### config.mk
export PLATFORM = sky130hd
export DESIGN_NAME = avalon_arbiter_flat
export DESIGN_NICKNAME = d
export VERILOG_FILES = /design/src/rtl/avalon_if.sv /design/src/rtl/avalon_arbiter.sv /design/src/flat_wrapper.sv
export SDC_FILE = /design/constraint.sdc
export NUM_CORES = 1
export LEC_CHECK = 0
export BUFFER_PORTS_ARGS = -buffer_cell sky130_fd_sc_hd__buf_2
export CORE_AREA = 2 2 127 129
export DETAILED_ROUTE_END_ITERATION = 8
export DIE_AREA = 0 0 129 131
export PLACE_DENSITY = 0.43
export SYNTH_ARGS = -nofsm -noshare
export SYNTH_HDL_FRONTEND = slang
export SYNTH_SLANG_ARGS = --single-unit
### constraint.sdc
create_clock -name clk -period 3.9 [get_ports clk]
set_clock_uncertainty 0.05 [all_clocks]
set_input_delay 0.585 -clock clk [delete_from_list [all_inputs] [get_ports clk]]
set_output_delay 0.585 -clock clk [all_outputs]
set_load 0.03 [all_outputs]
### src/rtl/avalon_if.sv
// Avalon-MM bundle: one host-side and one agent-side view of the same wires.
// A command beat transfers on a rising edge where read|write is high and waitrequest is low;
// readdatavalid qualifies readdata for exactly one cycle and cannot be back-pressured.
interface avalon_if #(
    parameter int ADDR_W       = 32,
    parameter int BURSTCOUNT_W = 4
);
    logic [ADDR_W-1:0]       address;
    logic                    read;
    logic                    write;
    logic [31:0]             writedata;
    logic [3:0]              byteenable;
    logic [BURSTCOUNT_W-1:0] burstcount;
    logic [31:0]             readdata;
    logic                    readdatavalid;
    logic                    waitrequest;

    modport host (
        output address, read, write, writedata, byteenable, burstcount,
        input  readdata, readdatavalid, waitrequest
    );

    modport agent (
        input  address, read, write, writedata, byteenable, burstcount,
        output readdata, readdatavalid, waitrequest
    );
endinterface

### src/rtl/avalon_arbiter.sv
// Two-host round-robin arbiter in front of one Avalon-MM agent. A grant is held for a whole
// write burst or a whole read burst including every returned word.
module avalon_arbiter #(
    parameter int ADDR_W       = 32,
    parameter int BURSTCOUNT_W = 4
) (
    input  logic       clk,
    input  logic       reset,
    avalon_if.agent    avalon_h0,
    avalon_if.agent    avalon_h1,
    avalon_if.host     avalon_m,
    output logic [2:0] dbg_state,
    output logic       dbg_grant
);

    typedef enum logic [2:0] {
        IDLE    = 3'd0,
        ARB     = 3'd1,
        WR      = 3'd2,
        RD_CMD  = 3'd3,
        RD_DATA = 3'd4
    } state_t;

    localparam logic [BURSTCOUNT_W:0]   LEN_ONE = {{BURSTCOUNT_W{1'b0}}, 1'b1};
    localparam logic [BURSTCOUNT_W-1:0] BC_ONE  = {{(BURSTCOUNT_W-1){1'b0}}, 1'b1};

    state_t                state, state_n;
    logic                  grant, grant_n;
    logic                  last, last_n;
    logic [BURSTCOUNT_W:0] beat, beat_n;
    logic [BURSTCOUNT_W:0] len, len_n;
    logic [BURSTCOUNT_W:0] beat_inc;

    logic                    req0, req1;
    logic                    g_read, g_write;
    logic [ADDR_W-1:0]       g_address;
    logic [31:0]             g_writedata;
    logic [3:0]              g_byteenable;
    logic [BURSTCOUNT_W-1:0] g_burstcount;

    logic                    m_read, m_write;
    logic [ADDR_W-1:0]       m_address;
    logic [31:0]             m_writedata;
    logic [3:0]              m_byteenable;
    logic [BURSTCOUNT_W-1:0] m_burstcount;

    logic        fwd_wait;
    logic        fwd_rdv;
    logic [31:0] fwd_rdata;

    assign req0 = avalon_h0.read | avalon_h0.write;
    assign req1 = avalon_h1.read | avalon_h1.write;

    assign g_read       = grant ? avalon_h1.read       : avalon_h0.read;
    assign g_write      = grant ? avalon_h1.write      : avalon_h0.write;
    assign g_address    = grant ? avalon_h1.address    : avalon_h0.address;
    assign g_writedata  = grant ? avalon_h1.writedata  : avalon_h0.writedata;
    assign g_byteenable = grant ? avalon_h1.byteenable : avalon_h0.byteenable;
    assign g_burstcount = grant ? avalon_h1.burstcount : avalon_h0.burstcount;

    // One bit wider than burstcount so the maximum burst length compares without wrapping.
    assign beat_inc = beat + LEN_ONE;

    always_ff @(posedge clk or posedge reset) begin
        if (reset) begin
            state <= IDLE;
            grant <= 1'b0;
            last  <= 1'b1;
            beat  <= '0;
            len   <= LEN_ONE;
        end else begin
            state <= state_n;
            grant <= grant_n;
            last  <= last_n;
            beat  <= beat_n;
            len   <= len_n;
        end
    end

    always_comb begin
        state_n      = state;
        grant_n      = grant;
        last_n       = last;
        beat_n       = beat;
        len_n        = len;
        m_read       = 1'b0;
        m_write      = 1'b0;
        m_address    = '0;
        m_writedata  = '0;
        m_byteenable = '0;
        m_burstcount = BC_ONE;
        fwd_wait     = 1'b1;
        fwd_rdv      = 1'b0;
        fwd_rdata    = '0;

        case (state)
            IDLE: begin
                if (req0 || req1) begin
                    grant_n = (req0 && req1) ? !last : req1;
                    state_n = ARB;
                end
            end
            ARB: begin
                // A zero burstcount still moves one beat.
                len_n   = (g_burstcount == '0) ? LEN_ONE : {1'b0, g_burstcount};
                beat_n  = '0;
                last_n  = grant;
                state_n = g_write ? WR : RD_CMD;
            end
            WR: begin
                m_write      = g_write;
                m_address    = g_address;
                m_writedata  = g_writedata;
                m_byteenable = g_byteenable;
                m_burstcount = g_burstcount;
                fwd_wait     = avalon_m.waitrequest;
                if (g_write && !avalon_m.waitrequest) begin
                    beat_n = beat_inc;
                    if (beat_inc == len) state_n = IDLE;
                end
            end
            RD_CMD: begin
                m_read       = g_read;
                m_address    = g_address;
                m_burstcount = g_burstcount;
                fwd_wait     = avalon_m.waitrequest;
                if (g_read && !avalon_m.waitrequest) state_n = RD_DATA;
            end
            RD_DATA: begin
                fwd_rdv   = avalon_m.readdatavalid;
                fwd_rdata = avalon_m.readdata;
                if (avalon_m.readdatavalid) begin
                    beat_n = beat_inc;
                    if (beat_inc == len) state_n = IDLE;
                end
            end
            default: state_n = IDLE;
        endcase
    end

    assign avalon_m.read       = m_read;
    assign avalon_m.write      = m_write;
    assign avalon_m.address    = m_address;
    assign avalon_m.writedata  = m_writedata;
    assign avalon_m.byteenable = m_byteenable;
    assign avalon_m.burstcount = m_burstcount;

    // The losing host always sees a stall and never sees read data.
    assign avalon_h0.waitrequest   = grant ? 1'b1  : fwd_wait;
    assign avalon_h0.readdatavalid = grant ? 1'b0  : fwd_rdv;
    assign avalon_h0.readdata      = grant ? '0    : fwd_rdata;
    assign avalon_h1.waitrequest   = grant ? fwd_wait  : 1'b1;
    assign avalon_h1.readdatavalid = grant ? fwd_rdv   : 1'b0;
    assign avalon_h1.readdata      = grant ? fwd_rdata : '0;

    assign dbg_state = state;
    assign dbg_grant = grant;

endmodule
### src/flat_wrapper.sv
// flat-port wrapper written by rule: the top's interface ports become plain ports
module avalon_arbiter_flat 
#(
    parameter int ADDR_W       = 32,
    parameter int BURSTCOUNT_W = 4
)
  (clk, reset, dbg_state, dbg_grant, avalon_h0_address, avalon_h0_read, avalon_h0_write, avalon_h0_writedata, avalon_h0_byteenable, avalon_h0_burstcount, avalon_h0_readdata, avalon_h0_readdatavalid, avalon_h0_waitrequest, avalon_h1_address, avalon_h1_read, avalon_h1_write, avalon_h1_writedata, avalon_h1_byteenable, avalon_h1_burstcount, avalon_h1_readdata, avalon_h1_readdatavalid, avalon_h1_waitrequest, avalon_m_address, avalon_m_read, avalon_m_write, avalon_m_writedata, avalon_m_byteenable, avalon_m_burstcount, avalon_m_readdata, avalon_m_readdatavalid, avalon_m_waitrequest);
  avalon_if #(.ADDR_W(ADDR_W), .BURSTCOUNT_W(BURSTCOUNT_W)) avalon_h0_i ();
  avalon_if #(.ADDR_W(ADDR_W), .BURSTCOUNT_W(BURSTCOUNT_W)) avalon_h1_i ();
  avalon_if #(.ADDR_W(ADDR_W), .BURSTCOUNT_W(BURSTCOUNT_W)) avalon_m_i ();
  input  logic clk;
  input  logic reset;
  output logic [2:0] dbg_state;
  output logic dbg_grant;
  input wire logic [$bits(avalon_h0_i.address)-1:0] avalon_h0_address;
  input wire logic [$bits(avalon_h0_i.read)-1:0] avalon_h0_read;
  input wire logic [$bits(avalon_h0_i.write)-1:0] avalon_h0_write;
  input wire logic [$bits(avalon_h0_i.writedata)-1:0] avalon_h0_writedata;
  input wire logic [$bits(avalon_h0_i.byteenable)-1:0] avalon_h0_byteenable;
  input wire logic [$bits(avalon_h0_i.burstcount)-1:0] avalon_h0_burstcount;
  output wire logic [$bits(avalon_h0_i.readdata)-1:0] avalon_h0_readdata;
  output wire logic [$bits(avalon_h0_i.readdatavalid)-1:0] avalon_h0_readdatavalid;
  output wire logic [$bits(avalon_h0_i.waitrequest)-1:0] avalon_h0_waitrequest;
  input wire logic [$bits(avalon_h1_i.address)-1:0] avalon_h1_address;
  input wire logic [$bits(avalon_h1_i.read)-1:0] avalon_h1_read;
  input wire logic [$bits(avalon_h1_i.write)-1:0] avalon_h1_write;
  input wire logic [$bits(avalon_h1_i.writedata)-1:0] avalon_h1_writedata;
  input wire logic [$bits(avalon_h1_i.byteenable)-1:0] avalon_h1_byteenable;
  input wire logic [$bits(avalon_h1_i.burstcount)-1:0] avalon_h1_burstcount;
  output wire logic [$bits(avalon_h1_i.readdata)-1:0] avalon_h1_readdata;
  output wire logic [$bits(avalon_h1_i.readdatavalid)-1:0] avalon_h1_readdatavalid;
  output wire logic [$bits(avalon_h1_i.waitrequest)-1:0] avalon_h1_waitrequest;
  output wire logic [$bits(avalon_m_i.address)-1:0] avalon_m_address;
  output wire logic [$bits(avalon_m_i.read)-1:0] avalon_m_read;
  output wire logic [$bits(avalon_m_i.write)-1:0] avalon_m_write;
  output wire logic [$bits(avalon_m_i.writedata)-1:0] avalon_m_writedata;
  output wire logic [$bits(avalon_m_i.byteenable)-1:0] avalon_m_byteenable;
  output wire logic [$bits(avalon_m_i.burstcount)-1:0] avalon_m_burstcount;
  input wire logic [$bits(avalon_m_i.readdata)-1:0] avalon_m_readdata;
  input wire logic [$bits(avalon_m_i.readdatavalid)-1:0] avalon_m_readdatavalid;
  input wire logic [$bits(avalon_m_i.waitrequest)-1:0] avalon_m_waitrequest;
  assign avalon_h0_i.address = avalon_h0_address;
  assign avalon_h0_i.read = avalon_h0_read;
  assign avalon_h0_i.write = avalon_h0_write;
  assign avalon_h0_i.writedata = avalon_h0_writedata;
  assign avalon_h0_i.byteenable = avalon_h0_byteenable;
  assign avalon_h0_i.burstcount = avalon_h0_burstcount;
  assign avalon_h0_readdata = avalon_h0_i.readdata;
  assign avalon_h0_readdatavalid = avalon_h0_i.readdatavalid;
  assign avalon_h0_waitrequest = avalon_h0_i.waitrequest;
  assign avalon_h1_i.address = avalon_h1_address;
  assign avalon_h1_i.read = avalon_h1_read;
  assign avalon_h1_i.write = avalon_h1_write;
  assign avalon_h1_i.writedata = avalon_h1_writedata;
  assign avalon_h1_i.byteenable = avalon_h1_byteenable;
  assign avalon_h1_i.burstcount = avalon_h1_burstcount;
  assign avalon_h1_readdata = avalon_h1_i.readdata;
  assign avalon_h1_readdatavalid = avalon_h1_i.readdatavalid;
  assign avalon_h1_waitrequest = avalon_h1_i.waitrequest;
  assign avalon_m_address = avalon_m_i.address;
  assign avalon_m_read = avalon_m_i.read;
  assign avalon_m_write = avalon_m_i.write;
  assign avalon_m_writedata = avalon_m_i.writedata;
  assign avalon_m_byteenable = avalon_m_i.byteenable;
  assign avalon_m_burstcount = avalon_m_i.burstcount;
  assign avalon_m_i.readdata = avalon_m_readdata;
  assign avalon_m_i.readdatavalid = avalon_m_readdatavalid;
  assign avalon_m_i.waitrequest = avalon_m_waitrequest;
  avalon_arbiter #(.ADDR_W(ADDR_W), .BURSTCOUNT_W(BURSTCOUNT_W)) u_core (.clk(clk), .reset(reset), .avalon_h0(avalon_h0_i), .avalon_h1(avalon_h1_i), .avalon_m(avalon_m_i), .dbg_state(dbg_state), .dbg_grant(dbg_grant));
endmodule
Word-level counts from Yosys, hierarchy flattened
Index checks and enable logic that the tools add are counted.
W data, S select, Z words.
{ "op_classes": {"add_sub_neg": 1, "eq_ne": 9, "n_mux": 33, "n_bitwise": 2, "reduce_logical": 13} }
{ "op_table": {"columns": ["operator", "n"], "rows": [
  ["$mux W32", 7],
  ["$mux W4", 5],
  ["$mux W3", 5],
  ["$pmux W3 S5", 1],
  ["$pmux W5 S3", 1],
  ["$mux W1", 12],
  ["$mux W5", 2],
  ["$eq A3 B2 Y1 const B", 2],
  ["$ne A2 B1 Y1 const B", 3],
  ["$add A5 B1 Y5 const B", 1],
  ["$eq A5 B5 Y1", 1],
  ["$logic_not A4 Y1", 1],
  ["$reduce_and A4 Y1", 1],
  ["$eq A3 B1 Y1 const B", 1],
  ["$eq A3 B3 Y1 const B", 1],
  ["$logic_and A1 B1 Y1", 3],
  ["$logic_not A3 Y1", 1],
  ["$reduce_and A3 Y1", 1],
  ["$reduce_bool A3 Y1", 1],
  ["$logic_not A1 Y1", 2],
  ["$ne A2 B2 Y1 const B", 1],
  ["$or A1 B1 Y1", 2],
  ["$reduce_and A2 Y1", 1],
  ["$reduce_or A2 Y1", 1],
  ["$logic_or A1 B1 Y1", 1]
]} }
{ "word_totals": {"regBits": 15, "input_bits": 184, "output_inout_bits": 146, "elab_cells": 63} }

Longest topological paths before layout
{ "depth": {"ltp_word": 5, "mapped_depth": 6, "depth_no_buf": 5} }

Least setup slack after synthesis
Ideal clock, no wire load.
{ "synth_timing": {"path_kind": "reg-to-output", "start": "reg u_core.state[2] (netlist: u_core.dbg_state[2])", "end": "out avalon_m_writedata[15]", "t_arrival_ns": 1.910, "t_required_ns": 3.265, "setup_slack_ns": 1.355, "stages_incl_launch_ff": 6, "path_buffers": 3, "path_cell_list": "dfrtp_1 > buf_6 > or3b_4 > clkbuf_1 > clkbuf_1 > nor2_1"} }
{ "synth_between": {"elab_chain_cells": 2} }
{ "synth_lines": {"columns": ["item", "line", "source"], "rows": [
  ["start: declaration", "avalon_arbiter.sv:27", "state_t state, state_n;"],
  ["start signal: assignment", "avalon_arbiter.sv:72", "state <= state_n;"],
  ["$eq A3 B2 Y1", "avalon_arbiter.sv:96", "case (state)"],
  ["$mux W32", "avalon_arbiter.sv:96", null],
  ["end: declaration", "flat_wrapper.sv:36", "output wire logic [$bits(avalon_m_i.writedata)-1:0] avalon_m_writedata;"]
]} }
Every way passes these cells.

Final worst setup path
{ "layout_timing": {"start": "reg u_core.grant (netlist: u_core.dbg_grant)", "end": "out avalon_m_writedata[25]"} }
{ "layout_between": {"elab_chain_cells": 2} }
{ "layout_lines": {"columns": ["item", "line", "source"], "rows": [
  ["start: declaration", "avalon_arbiter.sv:28", "logic grant, grant_n;"],
  ["start signal: assignment", "avalon_arbiter.sv:73", "grant <= grant_n;"],
  ["$mux W32", "avalon_arbiter.sv:57", "assign g_writedata = grant ? avalon_h1.writedata : avalon_h0.writedata;"],
  ["$mux W32", "avalon_arbiter.sv:96", null]
]} }
Every way passes these cells.

==> load_flow_metrics.sql <==
INSERT INTO impl_metrics (metric_group, metric, value, unit) VALUES
('power', 'power.leakage', '2.75', 'nW'),
('global_routing', 'grt_util_all_layers', '12.4', '%'),
('drt', 'wl_per_cell', '14.0', 'um'),
('setup_path', 'worst-path-max-fanout', '61', ''),
('place', 'hpwl', '10000', 'um'),
('drt', 'detail_route.drc_violations', '0', ''),
('sta', 'slew_violations', '0', ''),
('yosys', 'ys_seq_area_share', '14.8', '%'),
('yosys', 'synth.avg_cell_area', '7.22', 'um2'),
('floorplan', 'effective_utilization_at_floorplan', '15.3', '%'),
('global_routing', 'grt_pass1_vias', '3117', ''),
('clock_tree', 'post_cts.resized_instances', '0', ''),
('setup_path', 'required', '3.26', 'ns'),
('sta', 'finalCriticalPeriod', '2.80', 'ns'),
('setup_path', 'worstPathArrival', '2.16', 'ns'),
('clock_tree', 'cts-root-to-sink-buffers', '2', ''),
('finish', 'area_growth_from_synthesis_to_layout', '79.7', '%'),
('setup_path', 'crit_path_end_kind', 'primary output', ''),
('sta', 'slew-limit-headroom', '34.8', '%'),
('drt', 'initialDrtViolationCount', '116', ''),
('power', 'pwr_density_cell', '676', 'nW/um2'),
('hold_path', 'hold_class', 'in2async', ''),
('finish', 'finalCoreUtilization', '27.5', '%'),
('clock_tree', 'postCtsHoldBufs', '0', ''),
('clock_tree', 'htree_num_levels', '1', ''),
('yosys', 'dominantRegCellSynth', 'sky130_fd_sc_hd__dfrtp_1', ''),
('floorplan', 'die-width', '129', 'um'),
('drt', 'avg_vias_per_cell', '4.00', ''),
('sta', 'summed_negative_setup_slack_over_all_endpoints', '0', 'ns'),
('finish', 'postLayoutCellArea', '4300', 'um2'),
('finish', 'post_route_cells_drive_above_1_share', '54.4', '%'),
('yosys', 'ys_warn_count', '0', ''),
('power', 'power.ir.vdd_worst', '0.359', 'mV'),
('yosys', 'synth_cell_type_count', '40', ''),
('floorplan', 'top_ports', '330', ''),
('yosys', 'post_synth_top_area_cell', 'sky130_fd_sc_hd__mux2i_1', ''),
('drt', 'routed_wirelength', '11900', 'um'),
('flow_run', 'maximum_capacitance_violations', '0', ''),
('place', 'placement.io_buffers', '329', ''),
('global_routing', 'grt_pass1_wl', '16600', 'um'),
('sta', 'worst_slew_pin_slew', '0.977', 'ns'),
('clock_tree', 'insertion_delay', '0.24', 'ns'),
('setup_path', 'setup.worst_path.start_class', 'register', ''),
('clock_tree', 'clkSlewWorstSetupHoldPaths', '0.05', 'ns'),
('sta', 'hold_viol', '0', ''),
('setup_path', 'startpoint_to_endpoint_class_of_the_critical_path', 'reg2out', ''),
('drt', 'vias', '3408', ''),
('yosys', 'syn_nets', '516', ''),
('global_routing', 'grt_max_degree', '62', ''),
('drt', 'detail_route.first_pass.iterations', '4', ''),
('clock_tree', 'clockRootBuffer', 'sky130_fd_sc_hd__clkbuf_16', ''),
('floorplan', 'chipHeight', '131', 'um'),
('yosys', 'number_of_flops_mapped_to_enable_cells_by_yosys', '0', ''),
('yosys', 'yosys_register_bits', '14', ''),
('sta', 'timing.final.crit_share', '71.7', '%'),
('floorplan', 'core_region_area', '15600', 'um2'),
('clock_tree', 'cts.sinks', '14', ''),
('place', 'placedInstanceArea', '4210', 'um2'),
('run_status', 'outcome', 'complete, no violations', ''),
('global_routing', 'grt_overflow_total', '0', ''),
('setup_path', 'timing.reg2reg.setup_slack', '1.76', 'ns'),
('place', 'last_weighted_congestion_value_of_the_routability_driven_placer', '0.754', ''),
('finish', 'diodes', '0', ''),
('power', 'power.total', '0.00290', 'W'),
('sta', 'max_freq', '0.357', 'GHz'),
('yosys', 'synth_top_area_share', '31.4', '%'),
('yosys', 'synthTopCellsByArea', 'sky130_fd_sc_hd__mux2i_1 31%, sky130_fd_sc_hd__dfrtp_1 13%, sky130_fd_sc_hd__nor2_1 12%', ''),
('yosys', 'syn_area', '2390', 'um2'),
('clock_tree', 'cts_tree', 'yes', ''),
('clock_tree', 'post-cts-setup-buffer-count', '0', ''),
('yosys', 'syn_inst', '331', ''),
('floorplan', 'floorplan.die_area', '16900', 'um2'),
('yosys', 'synth_common_cells', '79 x sky130_fd_sc_hd__nor2_1, 75 x sky130_fd_sc_hd__mux2i_1, 33 x sky130_fd_sc_hd__and2_1, 33 x sky130_fd_sc_hd__and3_1, 19 x sky130_fd_sc_hd__clkbuf_1', ''),
('drt', 'ant_nets', '0', ''),
('clock_tree', 'numCtsBuffers', '3', ''),
('yosys', 'yosysMostFrequentCell', 'sky130_fd_sc_hd__nor2_1', ''),
('yosys', 'async_flop_share', '100', '%'),
('sta', 'grt_setup_unrepaired', 'no', ''),
('sta', 'final_number_of_setup_violating_endpoints', '0', ''),
('finish', 'design.final.nets', '822', ''),
('global_routing', 'grt_antenna_before_repair', '0', ''),
('floorplan', 'fp_rows', '46', '');
-- cells by family after synthesis --
| kind of cell | share of synthesized area (%) |
|---|---|
| AOI/OAI and AO/OA | 5.60 |
| xor gates and xnor gates | 3.14 |
| adders and majority gates | 0.523 |
| buffers and inverters | 6.13 |
| DFF | 14.8 |
| muxes | 31.9 |
| and+or+nand+nor | 38.0 |
-- worst max-delay path, cell delays in order (launching register included) --
cell and delay, ns:
sky130_fd_sc_hd__dfrtp_4 0.86, sky130_fd_sc_hd__buf_12 0.36, sky130_fd_sc_hd__mux2i_1 0.26, sky130_fd_sc_hd__nor2_1 0.08
sky130_fd_sc_hd__buf_2 0.22
-- power by group --
group          leakage [nW]  switching [W]  total, W  internal [W]
registers             0.174       0.000169  0.000381      0.000211
logic                  2.53        0.00153   0.00231      0.000779
clock network        0.0442      0.0000601  0.000215      0.000155
total                  2.75        0.00176   0.00290       0.00115
-- registers in the layout (all words and copies together), names as in the netlist --
register and cells:
u_core.beat 5, u_core.dbg_grant 1, u_core.dbg_state 3, u_core.last 1, u_core.len 4
-- layout by cell type, fill, tap and decap left out, types with 2 or more instances in the layout --
cell,n
sky130_fd_sc_hd__dfrtp_1,11
sky130_fd_sc_hd__and3_1,33
sky130_fd_sc_hd__dfstp_2,2
sky130_fd_sc_hd__nand2_1,15
sky130_fd_sc_hd__or2_2,2
sky130_fd_sc_hd__buf_4,2
sky130_fd_sc_hd__nor2b_1,3
sky130_fd_sc_hd__inv_1,2
sky130_fd_sc_hd__xor2_1,2
sky130_fd_sc_hd__nor2_1,79
sky130_fd_sc_hd__o21ai_0,9
sky130_fd_sc_hd__nor3_1,5
sky130_fd_sc_hd__xnor2_1,4
sky130_fd_sc_hd__and2_1,33
sky130_fd_sc_hd__mux2i_1,75
sky130_fd_sc_hd__nand3_1,3
sky130_fd_sc_hd__nor4_1,2
sky130_fd_sc_hd__buf_2,329
sky130_fd_sc_hd__clkbuf_16,3
-- worst paths after layout --
kind | start | end | cells after the start
setup reg to reg | u_core.dbg_grant$_DFFE_PP0P_ | u_core.dbg_state[1]$_DFFE_PP0P_ | 4
setup / recovery | u_core.dbg_grant$_DFFE_PP0P_ | avalon_m_writedata[25] | 4
hold reg to reg | u_core.len[2]$_DFFE_PP0P_ | u_core.len[2]$_DFFE_PP0P_ | 2
hold / removal | reset | u_core.beat[4]$_DFFE_PP0P_ | 2
min in group clk | u_core.len[2]$_DFFE_PP0P_ | u_core.len[2]$_DFFE_PP0P_ | 2
max in group asynchronous | reset | u_core.dbg_grant$_DFFE_PP0P_ | 2
-- layout make-up --
class,instances,area (um2)
Clock buffer,4,88.8
Timing Repair Buffer,332,1680
Multi-Input combinational cell,284,1890
Tap cell,216,270
Sequential cell,14,357
Fill cell,1787,11300
Inverter,2,7.51
-- stage by stage --
step	instances	hold WS [ns]	worst slack [ns]
5_1_grt	852	0.401	0.952
3_3_place_gp	848	0.429	1.34
6_report	852	0.340	1.10
2_1_floorplan	331	0.402	1.35
4_1_cts	852	0.362	1.11
3_5_place_dp	848	0.439	1.37
-- routing by layer --
layer | vias up | share of wire [%] | GRT usage, % | wire length, um
met3 | 4 | 5.8 | 1.22 | 685
met4 | 0 | 0.57 | 2.11 | 68
met5 | - | 0 | 0 | 0
met1 | 1506 | 43 | 16.3 | 5070
li1 | 1736 | - | - | -
met2 | 162 | 51 | 22.4 | 6080
Power figures use the tool's default switching activity.
